File: config.mk
export PLATFORM = sky130hd
export DESIGN_NAME = config_chain_segment
export DESIGN_NICKNAME = d
export VERILOG_FILES = /design/src/rtl/config_chain_segment_pkg.sv /design/src/rtl/config_chain_segment.sv
export SDC_FILE = /design/constraint.sdc
export NUM_CORES = 1
export LEC_CHECK = 0
export CORE_MARGIN = 4
export CORE_UTILIZATION = 65
export CTS_BUF_LIST = sky130_fd_sc_hd__clkbuf_8
export DETAILED_ROUTE_END_ITERATION = 10
export DONT_BUFFER_PORTS = 1
export PLACE_DENSITY = 0.85
export REMOVE_ABC_BUFFERS = 1
export SLEW_MARGIN = 20
export SYNTH_ARGS = -nofsm -noshare
export SYNTH_HDL_FRONTEND = slang
export SYNTH_SLANG_ARGS = --single-unit
File: constraint.sdc
create_clock -name wb_clk_i -period 1.75 [get_ports wb_clk_i]
set_input_delay 0.525 -clock wb_clk_i [delete_from_list [all_inputs] [get_ports wb_clk_i]]
set_output_delay 0.525 -clock wb_clk_i [all_outputs]
set_load 0.005 [all_outputs]
File: src/rtl/config_chain_segment_pkg.sv
// Shared definitions for the configuration chain segment and its future readback block.
package config_chain_segment_pkg;

  localparam int CFG_ST_W = 2;

  typedef enum logic [CFG_ST_W-1:0] {
    CFG_ST_EMPTY   = 2'd0,
    CFG_ST_LOADING = 2'd1,
    CFG_ST_LOADED  = 2'd2
  } cfg_state_e;

endpackage

File: src/rtl/config_chain_segment.sv
// One daisy-chained configuration segment: LSB-first deserialiser, shadow commit register,
// registered forwarding to the next segment, and sticky alignment status.
module config_chain_segment
  import config_chain_segment_pkg::*;
#(
  parameter int CHAIN_LEN = 64,
  parameter int CNT_W     = $clog2(CHAIN_LEN)
) (
  input  logic                 wb_clk_i,
  input  logic                 wb_rst_i,
  input  logic                 cen_i,
  input  logic                 set_i,
  input  logic                 shift_i,
  input  logic                 err_clr_i,
  output logic                 cen_o,
  output logic                 set_o,
  output logic                 shift_o,
  output logic [CHAIN_LEN-1:0] cfg_o,
  output logic                 cfg_valid_o,
  output logic [CNT_W-1:0]     bit_count_o,
  output logic                 misalign_err_o
);

  localparam logic [CNT_W-1:0] CNT_LAST = CNT_W'(CHAIN_LEN - 1);

  logic [CHAIN_LEN-1:0] sr, sr_next;
  logic [CNT_W-1:0]     cnt_next;
  logic                 committed;
  cfg_state_e           state, state_next;

  // Commit and alignment check both look at the post-shift view of this cycle.
  always_comb begin
    sr_next  = sr;
    cnt_next = bit_count_o;
    if (cen_i) begin
      sr_next  = {shift_i, sr[CHAIN_LEN-1:1]};
      cnt_next = (bit_count_o == CNT_LAST) ? '0 : bit_count_o + CNT_W'(1);
    end
  end

  always_comb begin
    state_next = state;
    unique case (state)
      CFG_ST_EMPTY: begin
        if (set_i)      state_next = CFG_ST_LOADED;
        else if (cen_i) state_next = CFG_ST_LOADING;
      end
      CFG_ST_LOADING: begin
        if (set_i) state_next = CFG_ST_LOADED;
      end
      CFG_ST_LOADED: begin
        if (cen_i && !set_i) state_next = CFG_ST_LOADING;
      end
      default: state_next = CFG_ST_EMPTY;
    endcase
  end

  always_ff @(posedge wb_clk_i) begin
    if (wb_rst_i) begin
      sr             <= '0;
      cfg_o          <= '0;
      bit_count_o    <= '0;
      cen_o          <= 1'b0;
      set_o          <= 1'b0;
      shift_o        <= 1'b0;
      committed      <= 1'b0;
      misalign_err_o <= 1'b0;
      state          <= CFG_ST_EMPTY;
    end else begin
      sr          <= sr_next;
      bit_count_o <= cnt_next;
      cen_o       <= cen_i;
      set_o       <= set_i;
      shift_o     <= cen_i ? sr[0] : 1'b0;
      state       <= state_next;
      if (set_i) begin
        cfg_o     <= sr_next;
        committed <= 1'b1;
      end
      // A fresh misaligned commit outranks a simultaneous clear.
      if (set_i && (cnt_next != '0)) misalign_err_o <= 1'b1;
      else if (err_clr_i)            misalign_err_o <= 1'b0;
    end
  end

  assign cfg_valid_o = (state != CFG_ST_EMPTY) || committed;

endmodule

* After elaboration in Yosys (flattened, before gate mapping)
Index checks and enable logic that the tools add are counted.
** Operators by class
- $add $sub $neg :: 1
- Eq/ne operators :: 6
- Muxes and demuxes :: 10
- Bitwise operators :: 1
- Reduce and logical (&&, ||, !) cells :: 10
** Operators with widths (count)
- two-way mux 64 bit :: 1
- two-way mux 6 bit :: 2
- two-way mux 2 bit :: 4
- adder 6 x 1 -> 6 bit (second input constant) :: 1
- == test 6 bit (second input constant) :: 1
- one-hot mux 2 bit (3 select lines) :: 1
- nonzero test 6 bit :: 1
- != test 2 bit (second input constant) :: 2
- nonzero test 2 bit :: 2
- != test 3 bit (second input constant) :: 1
- AND reduction 3 bit :: 1
- == test 2 x 1 -> 1 bit (second input constant) :: 1
- == test 2 bit (second input constant) :: 1
- logical AND 1 bit :: 2
- logical NOT 2 bit :: 1
- two-way mux 1 bit :: 2
- OR reduction 2 bit :: 1
- logical NOT 1 bit :: 1
- logical OR 1 bit :: 1
- inverter 1 bit :: 1
** Storage, ports and cells
- Register bits after elaboration :: 141
- Input bits :: 6

* Depth between registers and ports, before layout
Gate-level depths: netlist (run 1).
- Depth in word-level cells :: 6
- Depth in mapped cells :: 6

* Worst setup path after synthesis (run 1)
OpenSTA, ideal clock, no wires.
- Path kind :: input-to-reg
- Start :: input cen_i
- End :: register misalign_err_o
- Data arrival time :: 1508 ps
- Slack :: 120 ps
- Stages :: 5
- Buffers on the path :: 1
- Path through :: buf_6 or3_1 o211ai_1 nand4_1 a221o_1
** Between the ends
- Longest elaborated chain between the ends :: 4
- Elaborated cells between the ends (all ways) :: 5
- Classes of those cells :: mux (2); reduce/logical (3)
** RTL lines
- from (decl) :: line config_chain_segment.sv:11 : input logic cen_i,
- two-way mux 6 bit (*) :: line config_chain_segment.sv:35 : if (cen_i) begin
- nonzero test 6 bit (*) :: line config_chain_segment.sv:81 : if (set_i && (cnt_next != '0)) misalign_err_o <= 1'b1;
- logical AND 1 bit (*) :: line config_chain_segment.sv:81
- two-way mux 1 bit or nonzero test 2 bit (tied branches)
- to (signal assigned) :: line config_chain_segment.sv:67 : misalign_err_o <= 1'b0;
- to (signal assigned) :: line config_chain_segment.sv:81
- to (signal assigned) :: line config_chain_segment.sv:82 : else if (err_clr_i) misalign_err_o <= 1'b0;
- to (decl) :: line config_chain_segment.sv:21 : output logic misalign_err_o
Mark *: on every way between the ends. The rest lies on a longest branch, timed or not.
A chain may end at the register's enable or synchronous reset.

* Final worst setup path (run 1)
- Start :: register state[1]
- End :: output cfg_valid_o
** Between the ends
- Longest elaborated chain between the ends :: 2
** RTL lines
- from (decl) :: line config_chain_segment.sv:29 : cfg_state_e state, state_next;
- from (signal assigned) :: line config_chain_segment.sv:75 : state <= state_next;
- nonzero test 2 bit :: line config_chain_segment.sv:86 : assign cfg_valid_o = (state != CFG_ST_EMPTY) || committed;
- logical OR 1 bit :: line config_chain_segment.sv:86
- to (decl) :: line config_chain_segment.sv:19 : output logic cfg_valid_o,
Every way passes these cells.

==> results of run 1 <==
==> routing by layer <==
layer,vias up,part of all wire (%),routed length [µm],track usage (%)
met5,-,0,0,0
met4,0,2.0,173,9.255
met3,19,8.9,785,9.801
met2,89,47,4170,31.53
met1,1514,42,3686,23.32
li1,1654,-,-,-
==> area by class of cell <==
class / count / area [µm²]
clock inverters: 13 / 198.9
well taps: 99 / 123.9
multi-input cells: 301 / 1898
repair buffers: 1 / 7.507
inverters: 4 / 15.01
fillers: 519 / 1976
clock buffers: 18 / 247.7
flip-flops and latches: 141 / 2825
==> how the worst min path moves through the flow <==
stage                      startpoint                     end  slack (ps)
6_report                     wb_rst_i       sr[57]$_SDFF_PP0_         160
5_1_grt                      wb_rst_i  cfg_o[57]$_SDFFE_PP0P_         130
4_1_cts                      wb_rst_i       sr[57]$_SDFF_PP0_         140
3_5_place_dp         sr[0]$_SDFF_PP0_      shift_o$_SDFF_PP0_         450
3_3_place_gp   committed$_SDFFE_PP0P_  committed$_SDFFE_PP0P_         440
2_1_floorplan  committed$_SDFFE_PP0P_  committed$_SDFFE_PP0P_         430
==> what timing repair did <==
| item | 4_1_cts | 5_1_grt |
|---|---|---|
| resized for setup | 0 | 5 |
| buffers inserted | 0 | 0 |
| setup endpoints to repair | 0 | 2 |
==> cell families after synthesis <==
group / after synthesis / share of synthesized area (%)
and+or+nand+nor: 153 / 12.50
DFF: 141 / 57.67
AOI/OAI and AO/OA: 77 / 11.50
muxes: 67 / 13.73
buffers and inverters: 42 / 3.809
xor gates and xnor gates: 3 / 0.5369
adders and majority gates: 1 / 0.2556
==> per-stage QoR <==
step                power, W  setup WS (ps)  utilization (%)  hold WS, ps
floorplan           0.003573          170.2                -        428.5
global placement    0.003603          156.2            66.58        438.8
detailed placement  0.003617          54.31            66.58        448.0
CTS                 0.006477          36.89            72.70        135.1
global route        0.006656          6.580            72.91        126.0
finish              0.006415          69.35            72.91        163.3
==> state kept, by name, indices dropped and copies added, names as in the netlist <==
| name | flops |
|---|---|
| sr | 64 |
| committed | 1 |
| state | 2 |
| shift_o | 1 |
| set_o | 1 |
| cfg_o | 64 |
| bit_count_o | 6 |
| cen_o | 1 |
| misalign_err_o | 1 |
==> cells in the final DEF, fill, tap and decap left out, types with 3 or more instances in the layout <==
cell	n
a21oi_1	6
dfxtp_1	139
inv_1	6
nor3_1	3
mux2i_1	66
clkinv_4	3
clkinv_2	3
a211oi_1	65
nor2_1	136
nand4_1	3
clkbuf_8	18
bufinv_16	5
==> power groups by stage <==
stage	clock network, W	logic, W	registers [W]
2_1_floorplan	0	0.000148	0.00342
3_3_place_gp	0	0.000160	0.00344
3_5_place_dp	0	0.000171	0.00345
4_1_cts	0.00293	0.000173	0.00337
5_1_grt	0.00308	0.000195	0.00338
6_report	0.00287	0.000173	0.00337
==> metrics.md, run 1 <==
| Metric | Value |
|---|---|
| Worst Hold Class | primary input to flop |
| Ys Warns | 0 |
| Syn avg cell area | 10.11 µm² |
| Clk_skew | 7.677 ps |
| DR WL/cell | 15.28 µm |
| Detailed placement HPWL | 5.190 mm |
| Pre-antenna DRT Iters | 4 |
| RSZ-0062 raised after global routing | no |
| Gpl congestion | 0.7756 |
| DIE AREA | 8982 µm² |
| # DRC | 0 |
| CP arrival | 1160 ps |
| Yosys reg bits | 141 |
| Clk slew on worst S/H paths | 70 ps |
| Critical path depth | 1 |
| Startpoint types | flop |
| Combinational share of power | 2.7% |
| Routed WL | 8.815 mm |
| Row count | 31 |
| P_leak | 2.117 nW |
| Crit-path max cell delay | 390 ps |
| Worst Path Max Fanout | 4 |
| First-pass GRT wire length | 14.11 mm |
| Area after DPL | 4855 µm² |
| Starting density of the core | 67.12% |
| Main area contributors after synthesis | dfxtp_1, mux2i_1, nor2_1 |
| Core Area | 7292 µm² |
| Sw Pwr | 0.001295 W |
| Share of post-route cells with drive strength above 1 | 7.531% |
| Setup TNS after final layout | 0 ps |
| Vias in the first global route | 3123 |
| CTS tree | done |
| Top FF cell, synth | dfxtp_1 |
| Largest area contributor in the netlist | dfxtp_1 |
| WP buf/inv | 0 |
| Relative slew slack | 77.17% |
| Initial antenna violation count | 0 |
| DRT antenna net count | 0 |
| Clock share of power | 44.7% |
| Top-level port count | 81 |
| Layout area overhead | 8.615% |
| CP max-delay cell | or3_4 |
| Total Nets Final | 473 |
| Fraction of registers with async set or reset after synthesis | 0% |
| Clock tree buffer depth | 2 |
| All-Layer GR Usage | 20.19% |
| Pin count of the biggest net entering global routing | 141 |
| Max IR drop VDD | 0.0007951 V |
| Setup CP Type | flop to output pin |
| Root Driver | clkbuf_8 |
| DR vias | 3276 |
| Slew Viols, Final | 0 |
| Die height | 94.78 µm |
| Reg-to-reg startpoint | bit_count_o[0]$_SDFF_PP0_ |
| Clock insertion delay at the later pin of the skew report | 420 ps |
| Pint | 0.005120 W |
| Sw frac | 20.19% |
| Diode count | 0 |
| Cell variety after synth | 30 |
| Maxcap violations | 0 |
| Mapped cell area | 4895 µm² |
| IO buf count | 0 |
| Post-synth EDFFs | 0 |
| Worst hold stages | 1 |
| CTS Hold Bufs | 0 |
| Final non-filler cell total | 577 |
| Vias per inst | 5.678 |
| Inst Count DP | 546 |
| Post-synth top cells | dfxtp_1, nor2_1, mux2i_1 |
| Critical path cell sequence | or3_4 |
| Inserted Clock Buffers | 17 |
| H-tree depth | 4 |
| Setup slack, reg-to-reg | 100 ps |
| CP startpoint | state[1]$_SDFFE_PP0P_ |
| Initial DRC Count | 86 |
| Power density cells | 1207 nW/µm² |
| Crit path to | cfg_valid_o |
| Outcome | finished clean |
| GRT overflow | 0 |
| Sequential area share after synthesis | 57.67% |
| Setup crit end kind | output pin |
| Post-route cell area | 5316 µm² |
| CP top delay family | simple AND/OR/NAND/NOR gates |
| Cells after Synth | 484 |
| Fmax | 595.0 MHz |
| Reg power frac | 52.6% |
| Top cell type's share of synthesized area | 57.67% |
| Final setup viols | 0 |
| CP required | 1220 ps |
| Crit share post-route | 96.04% |
| Final min period | 1681 ps |
| R2R depth | 5 |
| CTS Sinks | 141 |
| Final-report hold violation count | 0 |
| Die X | 94.78 µm |
| Worst-Margin Slew | 338.1 ps |
| Critical R2R Capture | misalign_err_o$_SDFFE_PP0P_ |
| Count leader, synth | dfxtp_1 |
No activity file was read; power rests on OpenSTA's default activity.
==> run 2, diff against run 1 <==
- GPL_TIMING_DRIVEN: default -> 0
- SLEW_MARGIN: 20 -> 10
==> run 2 against run 1 <==
Against the previous run:
- non-clock buffer count fell by 1
- clock power fell by 16%
- via count fell by 0.79%
- design area fell by 1.6%
- sequential share of layout area rose by 0.89 points
- critical endpoint unchanged
- largest cell class unchanged
- largest power group unchanged
- highest routed layer unchanged
==> metrics.md, run 2 (synthesis results as in run 1) <==
| Metric | Value |
|---|---|
| Die X | 94.78 µm |
| Pre-antenna DRT Iters | 4 |
| CTS tree | done |
| Share of post-route cells with drive strength above 1 | 7.547% |
| Setup crit end kind | output pin |
| CTS Hold Bufs | 0 |
| Layout area overhead | 6.927% |
| All-Layer GR Usage | 20.09% |
| Startpoint types | flop |
| CP arrival | 1150 ps |
| Total Nets Final | 472 |
| # DRC | 0 |
| Clock share of power | 40.4% |
| Detailed placement HPWL | 5.068 mm |
| Maxcap violations | 0 |
| Inst Count DP | 545 |
| Routed WL | 8.556 mm |
| Worst Path Max Fanout | 4 |
| Gpl congestion | 0.7638 |
| Clock insertion delay at the later pin of the skew report | 410 ps |
| Final non-filler cell total | 576 |
| Relative slew slack | 77.56% |
| Sw frac | 22.49% |
| Sw Pwr | 0.001335 W |
| DRT antenna net count | 0 |
| H-tree depth | 4 |
| Most frequent cells in the layout | dfxtp_1, nor2_1, mux2i_1 |
| Max IR drop VDD | 0.0007036 V |
| WP buf/inv | 0 |
| Initial antenna violation count | 0 |
| Vias in the first global route | 3225 |
| Initial DRC Count | 96 |
| Commonest non-fill, non-tap cell in the layout | dfxtp_1 |
| P_leak | 2.054 nW |
| DIE AREA | 8982 µm² |
| Slew Viols, Final | 0 |
| Clk slew on worst S/H paths | 80 ps |
| Setup slack, reg-to-reg | 160 ps |
| Crit-path max cell delay | 400 ps |
| IO buf count | 0 |
| Clock tree buffer depth | 2 |
| Power density cells | 1134 nW/µm² |
| Worst Hold Class | primary input to flop |
| CP required | 1220 ps |
| RSZ-0062 raised after global routing | no |
| Top flop regs | cfg_o (64), sr (64), bit_count_o (6) |
| Worst-Margin Slew | 332.5 ps |
| Row count | 31 |
| GRT overflow | 0 |
| DR vias | 3250 |
| Root Driver | clkbuf_8 |
| CP top delay family | simple AND/OR/NAND/NOR gates |
| Final-report hold violation count | 0 |
| Pint | 0.004600 W |
| Post-route cell area | 5234 µm² |
| CTS Sinks | 141 |
| First-pass GRT wire length | 14.37 mm |
| Critical path cell sequence | or3_1 |
| Final min period | 1678 ps |
| Combinational share of power | 2.8% |
| Inserted Clock Buffers | 17 |
| Starting density of the core | 67.12% |
| Setup CP Type | flop to output pin |
| Diode count | 0 |
| Clk_skew | 17.57 ps |
| Outcome | finished clean |
| Fmax | 595.8 MHz |
| CP max-delay cell | or3_1 |
| Area after DPL | 4847 µm² |
| Vias per inst | 5.642 |
| Top-level port count | 81 |
| Pin count of the biggest net entering global routing | 141 |
| Core Area | 7292 µm² |
| Reg power frac | 56.9% |
| DR WL/cell | 14.85 µm |
| Crit share post-route | 95.91% |
| Die height | 94.78 µm |
| Final setup viols | 0 |
run 2: layout make-up:
type / count / area, µm²
clock inverters: 12 / 112.6
well taps: 99 / 123.9
fillers: 553 / 2058
multi-input cells: 301 / 1893
inverters: 4 / 15.01
flip-flops and latches: 141 / 2828
clock buffers: 19 / 261.5
run 2: metal layers:
metal	vias up	share of wire, %	track usage (%)
met5	-	0	0
met4	0	0.70	7.813
met3	4	7.7	8.446
met2	83	48	32.30
met1	1514	44	23.86
li1	1649	-	-
run 2: what timing repair did:
action | in CTS | in global routing
hold endpoints to repair | 0 | 0
resized for setup | 1 | 4
pin swaps | 0 | 0
endpoints found under the setup margin | 1 | 1
setup buffers | 0 | 0
run 2: worst paths after layout:
kind,depth (start not counted),startpoint,end
worst min register to register,1,sr[0]$_SDFF_PP0_,shift_o$_SDFF_PP0_
worst max-delay path,1,state[1]$_SDFFE_PP0P_,cfg_valid_o
worst min-delay path,1,wb_rst_i,sr[56]$_SDFF_PP0_
worst max register to register,5,bit_count_o[0]$_SDFF_PP0_,misalign_err_o$_SDFFE_PP0P_
run 2: power groups by stage:
stage / Combinational [W] / Sequential (W) / Clock, W
detailed placement: 0.000166 / 0.00345 / 0
floorplan: 0.000148 / 0.00342 / 0
global route: 0.000190 / 0.00339 / 0.00260
CTS: 0.000166 / 0.00338 / 0.00245
global placement: 0.000154 / 0.00345 / 0
finish: 0.000164 / 0.00337 / 0.00240
run 2: through the flow:
step / setup TNS [ps] / worst slack (ps) / hold slack [ps] / power, W / utilization [%]
after global routing: 0 / 13.83 / 136.1 / 0.006179 / 71.77
after floorplan: 0 / 170.2 / 428.5 / 0.003573 / -
after detailed placement: -31.57 / -31.57 / 449.9 / 0.003616 / 66.47
after global placement: 0 / 6.305 / 440.2 / 0.003600 / 66.47
after CTS: 0 / 35.43 / 159.7 / 0.005990 / 71.62
final: 0 / 71.60 / 172.9 / 0.005935 / 71.77
==> run 3, diff against run 2 <==
- SETUP_SLACK_MARGIN: default -> 0.2
- clock period: 1.75 -> 2.05 ns (I/O delays scaled with it)
==> run 3 against run 2 <==
Against the previous run:
- sequential power is 15% lower
- wire length is 0.91% lower
- design area is 0.14% lower
- register-to-register slack better by 230 ps
- clock skew is 0.60 ps lower
- first-iteration DRC count is 19% higher
- setup slack better by 210 ps
- via count is 0.34% lower
- combinational power is 15% lower
- critical path type unchanged
- utilization is 0.10 points lower
- largest power group unchanged
- clock power is 15% lower
==> metrics.md, run 3 (synthesis results as in run 1) <==
| Metric | Value |
|---|---|
| Outcome | finished clean |
| Initial DRC Count | 114 |
| Starting density of the core | 67.12% |
| Setup CP Type | flop to output pin |
| Crit share post-route | 86.04% |
| Met3 Usage GRT | 8.446% |
| Fillers | 556 |
| Share of post-route cells with drive strength above 1 | 7.338% |
| Met1 Track Usage GR | 23.86% |
| Pin count of the biggest net entering global routing | 141 |
| Clk_skew | 16.97 ps |
| Die X | 94.78 µm |
| Crit-path max cell delay | 400 ps |
| P_leak | 2.053 nW |
| Setup crit end kind | output pin |
| Initial antenna violation count | 0 |
| Worst Path Max Fanout | 4 |
| Postcts setup bufs | 0 |
| CP top delay family | simple AND/OR/NAND/NOR gates |
| Vias per inst | 5.623 |
| First-pass GRT wire length | 14.37 mm |
| # DRC | 0 |
| Gpl congestion | 0.7638 |
| Worst-Margin Slew | 335.7 ps |
| H-tree depth | 4 |
| DR WL/cell | 14.72 µm |
| Final non-filler cell total | 576 |
| Core Area | 7292 µm² |
| Diode count | 0 |
| Routed WL | 8.478 mm |
| Row count | 31 |
| CP max-delay cell | or3_1 |
| Worst Hold Class | primary input to flop |
| Root Driver | clkbuf_8 |
| DIE AREA | 8982 µm² |
| Clock tree buffer depth | 2 |
| Commonest non-fill, non-tap cell in the layout | dfxtp_1 |
| Most frequent cells in the layout | dfxtp_1, nor2_1, mux2i_1 |
| Final min period | 1764 ps |
| Maxcap violations | 0 |
| CTS Hold Bufs | 0 |
| Total Nets Final | 472 |
| Slew Viols, Final | 0 |
| DR vias | 3239 |
| Pre-antenna DRT Iters | 4 |
| IO buf count | 0 |
| Final-report hold violation count | 0 |
| Inst Count DP | 545 |
| Inserted Clock Buffers | 17 |
| Max IR drop VDD | 0.0006003 V |
| Die height | 94.78 µm |
| Clock insertion delay at the later pin of the skew report | 410 ps |
| CTS Sinks | 141 |
| Critical path cell sequence | or3_1 |
| GRT overflow | 0 |
| Power density cells | 968.1 nW/µm² |
| All-Layer GR Usage | 20.09% |
| WP buf/inv | 0 |
| Relative slew slack | 77.34% |
| Setup slack, reg-to-reg | 390 ps |
| Setup TNS after final layout | 0 ps |
| Count of cells resized by post-cts repair | 0 |
| Top flop regs | cfg_o (64), sr (64), bit_count_o (6) |
| Clk slew on worst S/H paths | 80 ps |
| Global route hottest layer | met2 |
| Layout area overhead | 6.774% |
| CTS tree | done |
| DRT antenna net count | 0 |
| CP arrival | 1150 ps |
| CP required | 1430 ps |
| Fmax | 567.0 MHz |
| Top-level port count | 81 |
| Detailed placement HPWL | 5.068 mm |
| Startpoint types | flop |
| Vias in the first global route | 3225 |
| RSZ-0062 raised after global routing | no |
| Grt met2 use | 32.30% |
| Final setup viols | 0 |
[run 3: cell counts in the layout (fill, tap and decap cells not counted)]
Identical to the previous run, type by type.
[run 3: final timing paths]
path | to | from | depth (start not counted)
worst max-delay path | cfg_valid_o | state[1]$_SDFFE_PP0P_ | 1
worst min-delay path | sr[56]$_SDFF_PP0_ | wb_rst_i | 1
worst max register to register | misalign_err_o$_SDFFE_PP0P_ | bit_count_o[0]$_SDFF_PP0_ | 5
worst min register to register | shift_o$_SDFF_PP0_ | sr[0]$_SDFF_PP0_ | 1
[run 3: metal layers]
metal	part of all wire, %	vias to the layer above
met5	0	-
met4	0.64	0
met3	7.8	4
met2	48	73
met1	43	1517
li1	-	1645
[run 3: per-stage QoR]
stage	total power (W)	utilization [%]	setup slack (ps)	hold slack (ps)	cell area, µm²
final	0.005060	71.67	286.2	263.9	5226
after global routing	0.005275	71.67	223.8	226.2	5226
after CTS	0.005113	71.60	249.4	249.7	5221
after detailed placement	0.003087	66.47	268.4	449.9	4847
after global placement	0.003074	66.47	306.3	440.2	4847
after floorplan	0.003050	-	445.0	428.5	4723
[run 3: final cells by class]
type	count	area, µm²	area share, %
flip-flops and latches	141	2825	54.06
multi-input cells	301	1888	36.13
clock buffers	19	261.5	5.004
well taps	99	123.9	2.370
clock inverters	12	112.6	2.155
inverters	4	15.01	0.2873
[run 3: where the power goes]
group          total (W)  switching, W  leakage, nW  internal, W
Combinational   0.000139     0.0000523        0.726    0.0000869
Sequential       0.00288     0.0000660         1.15      0.00281
Clock            0.00204       0.00101        0.177      0.00103
Total            0.00506       0.00113         2.05      0.00393
